`config.mk`:
```
export PLATFORM = sky130hd
export DESIGN_NAME = butterfly_datapath
export DESIGN_NICKNAME = d
export VERILOG_FILES = /design/src/rtl/fft_pkg.sv /design/src/rtl/bf_mult.sv /design/src/rtl/butterfly_datapath.sv
export SDC_FILE = /design/constraint.sdc
export NUM_CORES = 1
export LEC_CHECK = 0
export BUFFER_PORTS_ARGS = -buffer_cell sky130_fd_sc_hd__buf_2
export CAP_MARGIN = 5
export CORE_ASPECT_RATIO = 0.75
export CORE_MARGIN = 2
export CORE_UTILIZATION = 51
export CTS_BUF_LIST = sky130_fd_sc_hd__clkbuf_4 sky130_fd_sc_hd__clkbuf_8
export DETAILED_ROUTE_END_ITERATION = 16
export PLACE_DENSITY = 0.67
export SYNTH_ARGS = -nofsm -noshare
export SYNTH_HDL_FRONTEND = slang
export SYNTH_HIERARCHICAL = 1
export SYNTH_SLANG_ARGS = --single-unit
```
`constraint.sdc`:
```
create_clock -name clk -period 8.88 [get_ports clk]
set_input_delay 1.332 -clock clk [delete_from_list [all_inputs] [get_ports clk]]
set_output_delay 1.332 -clock clk [all_outputs]
set_load 0.005 [all_outputs]
```
`src/rtl/fft_pkg.sv`:
```
// Shared constants, types and helpers for the radix-2 butterfly stage and its controller.
package fft_pkg;

   localparam int unsigned DATA_W_DEF = 8;
   localparam int unsigned FRAC_DEF   = 6;
   localparam int unsigned ADDR_W     = 4;
   localparam int unsigned N_REGS     = 10;

   localparam logic [ADDR_W-1:0] REW = 4'd0;
   localparam logic [ADDR_W-1:0] IMW = 4'd1;
   localparam logic [ADDR_W-1:0] REB = 4'd2;
   localparam logic [ADDR_W-1:0] IMB = 4'd3;
   localparam logic [ADDR_W-1:0] REA = 4'd4;
   localparam logic [ADDR_W-1:0] IMA = 4'd5;
   localparam logic [ADDR_W-1:0] REY = 4'd6;
   localparam logic [ADDR_W-1:0] IMY = 4'd7;
   localparam logic [ADDR_W-1:0] REZ = 4'd8;
   localparam logic [ADDR_W-1:0] IMZ = 4'd9;

   typedef enum logic [2:0] {
      ST_IDLE,
      ST_MUL0,
      ST_MUL1,
      ST_MUL2,
      ST_MUL3,
      ST_ADD,
      ST_DONE
   } state_e;

   typedef logic signed [DATA_W_DEF-1:0]   data_t;
   typedef logic signed [2*DATA_W_DEF-1:0] prod_t;

   // Clamp a wide signed value into the range of a w-bit two's complement number.
   function automatic logic signed [63:0] sat(input logic signed [63:0] x,
                                              input int unsigned       w);
      logic signed [63:0] hi;
      logic signed [63:0] lo;
      hi = (64'sd1 <<< (w - 1)) - 64'sd1;
      lo = -(64'sd1 <<< (w - 1));
      if (x > hi)      sat = hi;
      else if (x < lo) sat = lo;
      else             sat = x;
   endfunction

endpackage

```
`src/rtl/bf_mult.sv`:
```
// Registered signed multiplier; operand selection lives in the caller so this can be swapped for a DSP/pipelined core.
module bf_mult
   import fft_pkg::*;
#(
   parameter int unsigned W = DATA_W_DEF
) (
   input  logic                  clk,
   input  logic                  rst,
   input  logic                  en,
   input  logic signed [W-1:0]   a,
   input  logic signed [W-1:0]   b,
   output logic signed [2*W-1:0] p
);

   localparam int unsigned PW = 2 * W;

   logic signed [PW-1:0] p_d;
   logic signed [PW-1:0] p_q;

   always_comb begin
      p_d = p_q;
      if (en) p_d = PW'(a) * PW'(b);
   end

   always_ff @(posedge clk or posedge rst) begin
      if (rst) p_q <= '0;
      else     p_q <= p_d;
   end

   assign p = p_q;

endmodule

```
`src/rtl/butterfly_datapath.sv`:
```
// Radix-2 butterfly Y = A + W*B, Z = A - W*B using one time-shared multiplier over four cycles.
module butterfly_datapath
   import fft_pkg::*;
#(
   parameter int unsigned DATA_W = DATA_W_DEF,
   parameter int unsigned FRAC   = FRAC_DEF
) (
   input  logic              clk,
   input  logic              rst,
   input  logic [DATA_W-1:0] data_in,
   input  logic [3:0]        addra,
   input  logic              reg_WEN,
   input  logic              cal_flag,
   input  logic [3:0]        addr_led,
   output logic [DATA_W-1:0] led_data,
   output logic              Ready_dis,
   output logic              reg_finish,
   output logic              reg_add_finish
);

   localparam int unsigned PW = 2 * DATA_W;
   localparam int unsigned SW = PW + 1;

   state_e state_q, state_d;

   logic signed [DATA_W-1:0] regs_q [N_REGS];
   logic signed [DATA_W-1:0] regs_d [N_REGS];
   logic signed [PW-1:0]     p0_q, p0_d, p1_q, p1_d, p2_q, p2_d;
   logic                     ready_dis_q, ready_dis_d;
   logic                     reg_finish_q, reg_finish_d;
   logic                     reg_add_finish_q, reg_add_finish_d;

   logic                     mult_en;
   logic signed [DATA_W-1:0] mult_a, mult_b;
   logic signed [PW-1:0]     mult_p;

   logic signed [SW-1:0]     wr, wi;
   logic signed [SW:0]       y_re, y_im, z_re, z_im;

   bf_mult #(.W(DATA_W)) u_mult (
      .clk (clk),
      .rst (rst),
      .en  (mult_en),
      .a   (mult_a),
      .b   (mult_b),
      .p   (mult_p)
   );

   always_ff @(posedge clk or posedge rst) begin
      if (rst) state_q <= ST_IDLE;
      else     state_q <= state_d;
   end

   always_comb begin
      state_d = state_q;
      unique case (state_q)
         ST_IDLE: if (cal_flag) state_d = ST_MUL0;
         ST_MUL0: state_d = ST_MUL1;
         ST_MUL1: state_d = ST_MUL2;
         ST_MUL2: state_d = ST_MUL3;
         ST_MUL3: state_d = ST_ADD;
         ST_ADD:  state_d = ST_DONE;
         ST_DONE: if (!cal_flag) state_d = ST_IDLE;
         default: state_d = ST_IDLE;
      endcase
   end

   // Twiddle product terms; mult_p still holds p3 during ADD.
   always_comb begin
      wr   = (SW'(p0_q) - SW'(p1_q)) >>> FRAC;
      wi   = (SW'(p2_q) + SW'(mult_p)) >>> FRAC;
      y_re = (SW+1)'(regs_q[REA]) + (SW+1)'(wr);
      y_im = (SW+1)'(regs_q[IMA]) + (SW+1)'(wi);
      z_re = (SW+1)'(regs_q[REA]) - (SW+1)'(wr);
      z_im = (SW+1)'(regs_q[IMA]) - (SW+1)'(wi);
   end

   always_comb begin
      regs_d           = regs_q;
      p0_d             = p0_q;
      p1_d             = p1_q;
      p2_d             = p2_q;
      mult_en          = 1'b0;
      mult_a           = '0;
      mult_b           = '0;
      reg_finish_d     = 1'b0;
      reg_add_finish_d = 1'b0;
      ready_dis_d      = (state_d == ST_DONE);
      unique case (state_q)
         ST_IDLE: if (reg_WEN && (addra <= IMA)) regs_d[addra] = data_in;
         ST_MUL0: begin
            mult_en = 1'b1;
            mult_a  = regs_q[REW];
            mult_b  = regs_q[REB];
         end
         ST_MUL1: begin
            p0_d    = mult_p;
            mult_en = 1'b1;
            mult_a  = regs_q[IMW];
            mult_b  = regs_q[IMB];
         end
         ST_MUL2: begin
            p1_d    = mult_p;
            mult_en = 1'b1;
            mult_a  = regs_q[REW];
            mult_b  = regs_q[IMB];
         end
         ST_MUL3: begin
            p2_d         = mult_p;
            mult_en      = 1'b1;
            mult_a       = regs_q[IMW];
            mult_b       = regs_q[REB];
            reg_finish_d = 1'b1;
         end
         ST_ADD: begin
            regs_d[REY]      = DATA_W'(sat(64'(y_re), DATA_W));
            regs_d[IMY]      = DATA_W'(sat(64'(y_im), DATA_W));
            regs_d[REZ]      = DATA_W'(sat(64'(z_re), DATA_W));
            regs_d[IMZ]      = DATA_W'(sat(64'(z_im), DATA_W));
            reg_add_finish_d = 1'b1;
         end
         default: ;
      endcase
   end

   always_ff @(posedge clk or posedge rst) begin
      if (rst) begin
         for (int i = 0; i < N_REGS; i++) regs_q[i] <= '0;
         p0_q             <= '0;
         p1_q             <= '0;
         p2_q             <= '0;
         ready_dis_q      <= 1'b0;
         reg_finish_q     <= 1'b0;
         reg_add_finish_q <= 1'b0;
      end else begin
         regs_q           <= regs_d;
         p0_q             <= p0_d;
         p1_q             <= p1_d;
         p2_q             <= p2_d;
         ready_dis_q      <= ready_dis_d;
         reg_finish_q     <= reg_finish_d;
         reg_add_finish_q <= reg_add_finish_d;
      end
   end

   assign led_data       = (addr_led < 4'(N_REGS)) ? regs_q[addr_led] : '0;
   assign Ready_dis      = ready_dis_q;
   assign reg_finish     = reg_finish_q;
   assign reg_add_finish = reg_add_finish_q;

endmodule

```
After elaboration in Yosys (flattened, before gate mapping):

Cells that the tools add are included.

* flip-flop bits (word level): 150
* input bits: 20
* word-level logic and storage cells: 84

* add/sub/neg operators: 6
* multipliers: 1
* order comparisons: 13
* eq/ne operators: 8
* mux-type cells: 25
* bitwise gates (word level): 2
* reduce and logical (&&, ||, !) cells: 11

Operators by type and width (number)
* 2-to-1 mux 8 bit: 12
* bitwise mux 80 bit: 1
* case mux 32 bit (2 select lines): 1
* > comparator 12 x 8 -> 1 bit (second input constant): 4
* less-than comparator 12 x 8 -> 1 bit (second input constant): 4
* binary-select mux 8 bit (select 4 bit): 1
* demux 8 bit (select 4 bit): 1
* 2-to-1 mux 32 bit: 1
* case mux 8 bit (2 select lines): 2
* adder 8 x 11 -> 12 bit: 2
* subtractor 8 x 11 -> 12 bit: 2
* case mux 3 bit (7 select lines): 1
* adder 16 x 16 -> 17 bit: 1
* subtractor 16 x 16 -> 17 bit: 1
* multiplier 8 x 8 -> 16 bit: 1
* == test 3 bit (second input constant): 4
* greater-or-equal comparator 5 bit (second input constant): 2
* inverter 4 -> 5 bit: 2
* OR reduction 2 bit: 4
* == test 3 x 2 -> 1 bit (second input constant): 2
* 2-to-1 mux 3 bit: 2
* less-than comparator 5 x 1 -> 1 bit (second input constant): 1
* <= comparator 4 x 3 -> 1 bit (second input constant): 1
* less-than comparator 4 bit (second input constant): 1
* 8 further kinds: 12

Longest topological paths before layout:

Gate-level depths: netlist of the first run.

* depth in word-level cells: 8
* gate-level depth with buffers: 23
* depth with buffers taken out: 22

Modules after synthesis:

Netlist of the first run, hierarchy kept.

Modules (own cells, without submodules)
* butterfly_datapath: instances 1, cells an instance 880, area each 9273.9 sq um, seq. area each 3353.2 sq um
* bf_mult: instances 1, cells an instance 329, area each 3123.0 sq um, seq. area each 400.4 sq um

Least setup slack after synthesis of the first run:

Ideal clock, no wire load.

* path kind: register to register
* start point: register state_q[0]
* end point: register u_mult.p_q[14] (netlist: u_mult/p[14])
* setup time: 120 ps
* data arrival time: 5163 ps
* path slack: 3597 ps
* stages on the path, launching flop included: 20
* cells stage by stage: dfrtp_1 > clkbuf_1 > nor2_1 > clkbuf_1 > nand2_1 > o21ai_0 > and2_1 > fa_1 > inv_1 > fa_1 > inv_1 > fa_1 > inv_1 > fa_1 > inv_1 > ha_1 > a211o_1 > o311ai_2 > nand3_1 > a31o_2

* longest elaborated chain between the ends: 4

RTL lines
* from (decl): line butterfly_datapath.sv:24 `state_e state_q, state_d;`
* from (signal assigned): line butterfly_datapath.sv:51 `else state_q <= state_d;`
* == test 3 bit (tied with other cells): line butterfly_datapath.sv:89 `unique case (state_q)`
* OR reduction 2 bit (no line)
* case mux 8 bit (2 select lines) (*): line butterfly_datapath.sv:89
* net mult_a[7]: line butterfly_datapath.sv:34 `logic signed [DATA_W-1:0] mult_a, mult_b;`
* multiplier 8 x 8 -> 16 bit (*): line bf_mult.sv:22 `if (en) p_d = PW'(a) * PW'(b);`
* to (signal assigned): line bf_mult.sv:27 `else p_q <= p_d;`
* to (decl): line bf_mult.sv:18 `logic signed [PW-1:0] p_q;`

The timed path passes the listed nets; every way through them passes the cells marked *.
A chain may end at the register's enable or synchronous reset.

Worst setup path after layout of the first run:

* start point: register state_q[2]
* end point: register u_mult.p_q[14] (netlist: u_mult/p[14])

Same word-level chain as after synthesis.

==> flow_summary.ini, run 1 <==
[synthesis]
synthTopCellsByCount = dfrtp_1 (150), inv_1 (139), mux2_2 (116), ha_1 (109), nor2_1 (76)
synth_cells = 1209
synthTopCellsByArea = dfrtp_1 (30%), ha_1 (11%), mux2_2 (11%)
synth_seq_cells = 150
ys.flop_type = dfrtp_1
synth_top_area_share_pct = 30.3
yosys.area.top_type = dfrtp_1
synth_edf_count = 0
ys_seq_area_share_pct = 30.3
synth_area_per_cell_um2 = 10.3
synth_cell_types = 83
ys_warn_count = 6
syn-cell-area_mm2 = 0.0124
synth_most_common_cell = dfrtp_1
async_flop_share_pct = 100
synth_nets = 1397

[clocking]
clock_latency_ns = 0.48
post_cts_resized = 0
post_cts_buffers = 0
cts_tree = built
cts_buffers = 17
cts_buffer_depth = 2
clkSinkCount = 150
cts_root_buf = clkbuf_8
htree_levels = 4
hold_buffers = 0
clk_pin_slew_ns = 0.09

[global_routing]
grt_pass1_wl_um = 48200
track_usage_pct = 24.6
antenna_found_initial = 0
grt-ovfl-total = 0
grt_start_max_net_pins = 81
grt_pass1_vias = 8671

[floorplanning]
fp.dieH_um = 139
io_pins = 31
chipWidth_um = 184
start_util_pct = 51.8
die_area_mm2 = 0.0256
core_area_mm2 = 0.0239
std_cell_rows = 49

[detailed_routing]
wl_per_cell_um = 19.4
drt_first_pass_iters = 5
num_vias = 8983
dr.first_iter.drc_count = 733
routed_wl_um = 30000
drc = 0
vias_per_cell = 5.81
detail-route-antenna-nets = 0

[placement]
detailedPlace.worstSlack_ns = 3.46
port_buffers = 30
place_congestion = 0.903
hpwl_um = 23100
placed_cells = 1515

[layout]
final_cells = 1547
area_growth_pct = 6.65
multi_input_area_mm2 = 0.00796
diodes = 0
nFillCells = 2115
nNetsFinal = 1416
final_core_util_pct = 55.3
drive_gt1_share_pct = 19.0
seq_area_mm2 = 0.00375

[critical_path]
reg2reg_slack_ns = 3.43
cp.arrival_ns = 5.82
reg2reg_from = state_q[2]
startpoint = state_q[2]
worst-path-max-fanout = 10
reg2reg_depth = 18
rr_endpoint = u_mult/p[14]
crit_path_end = u_mult/p[14]
start_kind = flip-flop
cp.required_ns = 9.25
end_kind = flip-flop
critical_path_class = flip-flop to flip-flop

[status]
status = completed

[timing]
rsz0062_at_grt = no
setup_ws_ns = 3.43
worstMarginPinSlew_ns = 1.07
fin_crit_ns = 5.45
setup_viol = 0
timing.final.crit_share_pct = 61.4
slew_headroom_pct = 28.0
finalClockSkew_ns = 0.0182
fmax_ghz = 0.183
hold_violations = 0
tns_ns = 0
slew_viol_final = 0

[worst_hold_path]
hold_path_class = flip-flop to flip-flop

[run]
cap_violations = 0
## worst min path at each step
stage / startpoint / endpoint / slack, ns / depth (start not counted)
6_report: regs_q[15] / regs_q[15] / 0.50 / 2
5_1_grt: p0_q[0] / p0_q[0] / 0.51 / 1
4_1_cts: regs_q[15] / regs_q[15] / 0.50 / 2
3_5_place_dp: regs_q[7] / regs_q[7] / 0.47 / 2
3_3_place_gp: regs_q[7] / regs_q[7] / 0.47 / 2
2_1_floorplan: regs_q[7] / regs_q[7] / 0.44 / 2
## layout by cell type (no fill, tap or decap), types with 7 or more instances in the layout
| master | count |
|---|---|
| a211oi_1 | 7 |
| a21o_1 | 11 |
| a21oi_1 | 46 |
| a221o_1 | 10 |
| a221oi_1 | 8 |
| a22o_1 | 17 |
| a31oi_1 | 8 |
| and2_1 | 47 |
| buf_2 | 30 |
| clkbuf_8 | 17 |
| dfrtp_1 | 150 |
| fa_1 | 59 |
| ha_1 | 109 |
| inv_1 | 138 |
| mux2_2 | 116 |
| mux4_2 | 16 |
| nand2_1 | 68 |
| nand2b_1 | 15 |
| nand3_1 | 14 |
| nor2_1 | 76 |
| nor2b_1 | 22 |
| nor3_1 | 20 |
| o211ai_1 | 8 |
| o21ai_0 | 26 |
| o22ai_1 | 9 |
| xnor2_1 | 49 |
| xor2_1 | 19 |
## metrics by stage
| stage | cell area [um2] | hold slack [ns] |
|---|---|---|
| after floorplan | 12400 | 0.444 |
| after global placement | 12800 | 0.469 |
| after detailed placement | 12800 | 0.469 |
| after CTS | 13200 | 0.497 |
| after global routing | 13200 | 0.514 |
| final | 13200 | 0.496 |
## state kept, by name, summed over array words and instances (netlist names)
name / flops
regs_q: 80
Ready_dis: 1
p0_q: 16
p2_q: 16
reg_finish: 1
state_q: 3
p1_q: 16
u_mult/p: 16
reg_add_finish: 1
## cell families (layout without fill, tap and decap cells)
family                   count (synthesis)  after routing  share of synthesized area, %
flip-flops                             150            150                          30.3
AND/OR/NAND/NOR                        303            303                          12.6
adder cells (fa/ha/maj)                168            168                          20.5
multiplexers                           134            134                          13.6
buffers and inverters                  175            207                          5.49
AO/OA/AOI/OAI                          211            211                          12.7
XOR/XNOR                                68             68                          4.80
## per-layer routing
layer  wire [um]  vias up  GRT usage [%]  share of wire (%)
li1            -     4232              -                  -
met1       15300     4501           38.4                 51
met2       12600      239           34.9                 42
met3        1910       11           6.36                6.4
met4         174        0           3.62               0.58
met5           0        -              0                  0
## worst max-delay path, stage by stage, from the launching register on
cell      delay (ns)
dfrtp_1         0.51
inv_1           0.14
nand2_1         0.08
a21oi_1         0.50
a22o_1          0.41
nor2b_1         0.12
fa_1            0.54
inv_1           0.05
fa_1            0.49
inv_1           0.05
fa_1            0.53
inv_1           0.06
fa_1            0.53
inv_1           0.04
ha_1            0.36
a211o_1         0.32
o311ai_2        0.26
nand3_1         0.11
a31o_2          0.23
## cell type report
class,instances,share of cell area (%)
Clock buffer,18,1.83
Multi-Input combinational cell,884,60.2
Tap cell,306,2.90
Clock inverter,14,1.26
Inverter,141,4.04
Timing Repair Buffer,34,1.36
Sequential cell,150,28.4
Power of run 1 is left out: the tool's default activity adds up to more than one toggle a clock period on the data nets, which glitch-free logic cannot reach.
==> run 2, diff against run 1 <==
==> constraint.sdc (replaced) <==
create_clock -name clk -period 5.3 [get_ports clk]
set_input_delay 0.795 -clock clk [delete_from_list [all_inputs] [get_ports clk]]
set_output_delay 0.795 -clock clk [all_outputs]
set_load 0.005 [all_outputs]
==> flow_summary.ini, run 2 (synthesis gave the netlist of run 1 again) <==
[detailed_routing]
wl_per_cell_um = 19.0
detail-route-antenna-nets = 0
vias_per_cell = 5.72
drc = 0
routed_wl_um = 29700
drt_first_pass_iters = 5
num_vias = 8946
dr.first_iter.drc_count = 730

[clocking]
clkSinkCount = 150
cts_buffer_depth = 2
clk_pin_slew_ns = 0.09
cts_tree = built
clock_latency_ns = 0.48
htree_levels = 4
cts_root_buf = clkbuf_8
cts_buffers = 17

[layout]
top_register = regs_q
final_core_util_pct = 55.9
final_common_cell = dfrtp_1
drive_gt1_share_pct = 21.1
seq_area_mm2 = 0.00376
diodes = 0
largest_register_ff_count = 80
nFillCells = 2061
final_cell_mix = dfrtp_1 (147), inv_1 (138), mux2_2 (116), ha_1 (109), nor2_1 (75)
nNetsFinal = 1432
multi_input_area_mm2 = 0.00799
area_growth_pct = 7.89

[critical_path]
cpMostUsedCell = inv_1
cp_cell_sequence = xnor2_2 -> nor2_2 -> a22o_1 -> nand2_1 -> inv_1 -> fa_1 -> inv_1 -> fa_1 -> inv_1 -> fa_1 -> inv_1 -> fa_1 -> inv_1 -> ha_1 -> a211o_1 -> o311ai_2 -> nand3_1 -> a31o_2
cp.required_ns = 5.67
cp.arrival_ns = 5.40
crit_slowest_cell = fa_1
critical_path_class = flip-flop to flip-flop
crit_family = adder cells
path_buf_inv = 5
critical-path-max-stage-delay_ns = 0.54
end_kind = flip-flop
worst-path-max-fanout = 10
start_kind = flip-flop

[timing]
fmax_ghz = 0.199
worstMarginPinSlew_ns = 0.997
slew_headroom_pct = 33.4
slew_viol_final = 0
rsz0062_at_grt = no
timing.final.crit_share_pct = 94.9
fin_crit_ns = 5.03
hold_violations = 0
setup_viol = 0
tns_ns = 0
finalClockSkew_ns = 0.0173

[global_routing]
grt_pass1_wl_um = 48100
grt_pass1_vias = 8628
grt-ovfl-total = 0
antenna_found_initial = 0
grt_start_max_net_pins = 104
track_usage_pct = 24.4

[run]
cap_violations = 0

[floorplanning]
chipWidth_um = 184
io_pins = 31
core_area_mm2 = 0.0239
std_cell_rows = 49
start_util_pct = 51.8
fp.dieH_um = 139
die_area_mm2 = 0.0256

[worst_hold_path]
hold_path_class = input port to asynchronous set/reset pin

[placement]
hpwl_um = 23100
place_congestion = 0.866
port_buffers = 30

[status]
status = completed
run 2: changes by cell type in the layout (fill, tap and decap cells not counted), sizes merged:
cell and delta:
clkinv +2, inv -1, clkinvlp -1, buf +16
run 2: layer usage:
| layer | part of all wire (%) | track usage [%] | routed length, um |
|---|---|---|---|
| met1 | 50 | 38.5 | 15000 |
| met2 | 41 | 33.9 | 12200 |
| met3 | 7.5 | 5.65 | 2220 |
| met4 | 1.2 | 4.88 | 359 |
| met5 | 0 | 0 | 0 |
run 2: per-stage QoR:
step | worst slack (ns) | hold slack [ns] | std cells | cell area, um2
after floorplan | 0.0171 | 0.444 | 1209 | 12400
after global placement | 0.218 | 0.465 | 1529 | 12900
after detailed placement | 0.103 | 0.482 | 1529 | 12900
after CTS | 0.115 | 0.412 | 1561 | 13300
after global routing | 0.00298 | 0.440 | 1563 | 13400
final | 0.270 | 0.414 | 1563 | 13400
run 2: worst register-to-register path: cells and delay by family (launching register included):
kind | cells | cell delay, ns
AOI/OAI and AO/OA | 4 | 1.04
xor gates and xnor gates | 1 | 0.21
and+or+nand+nor | 3 | 0.34
buffers and inverters | 5 | 0.37
adders and majority gates | 5 | 2.48
DFF | 1 | 0.49
run 2: area by class of cell:
cell class	instances	area share, %
Timing Repair Buffer	50	2.25
Multi-Input combinational cell	884	59.7
Clock buffer	18	1.85
Inverter	141	3.99
Sequential cell	150	28.1
Tap cell	306	2.86
Clock inverter	14	1.23
run 2: path summary, 6_finish.rpt:
kind	from	to	slack, ns	depth (start not counted)
setup / recovery	state_q[2]	u_mult/p[14]	0.27	18
hold / removal	rst	u_mult/p[5]	0.41	2
setup reg to reg	state_q[2]	u_mult/p[14]	0.27	18
hold reg to reg	regs_q[7]	regs_q[7]	0.50	2
max in group asynchronous	rst	p0_q[10]	3.80	3
min in group clk	regs_q[7]	regs_q[7]	0.50	2
run 2: timing repair:
item	CTS	global route
setup endpoints to repair	0	11
resized for setup	0	15
hold buffers	0	0
setup buffers	0	2
Power of run 2 is left out for the same reason.
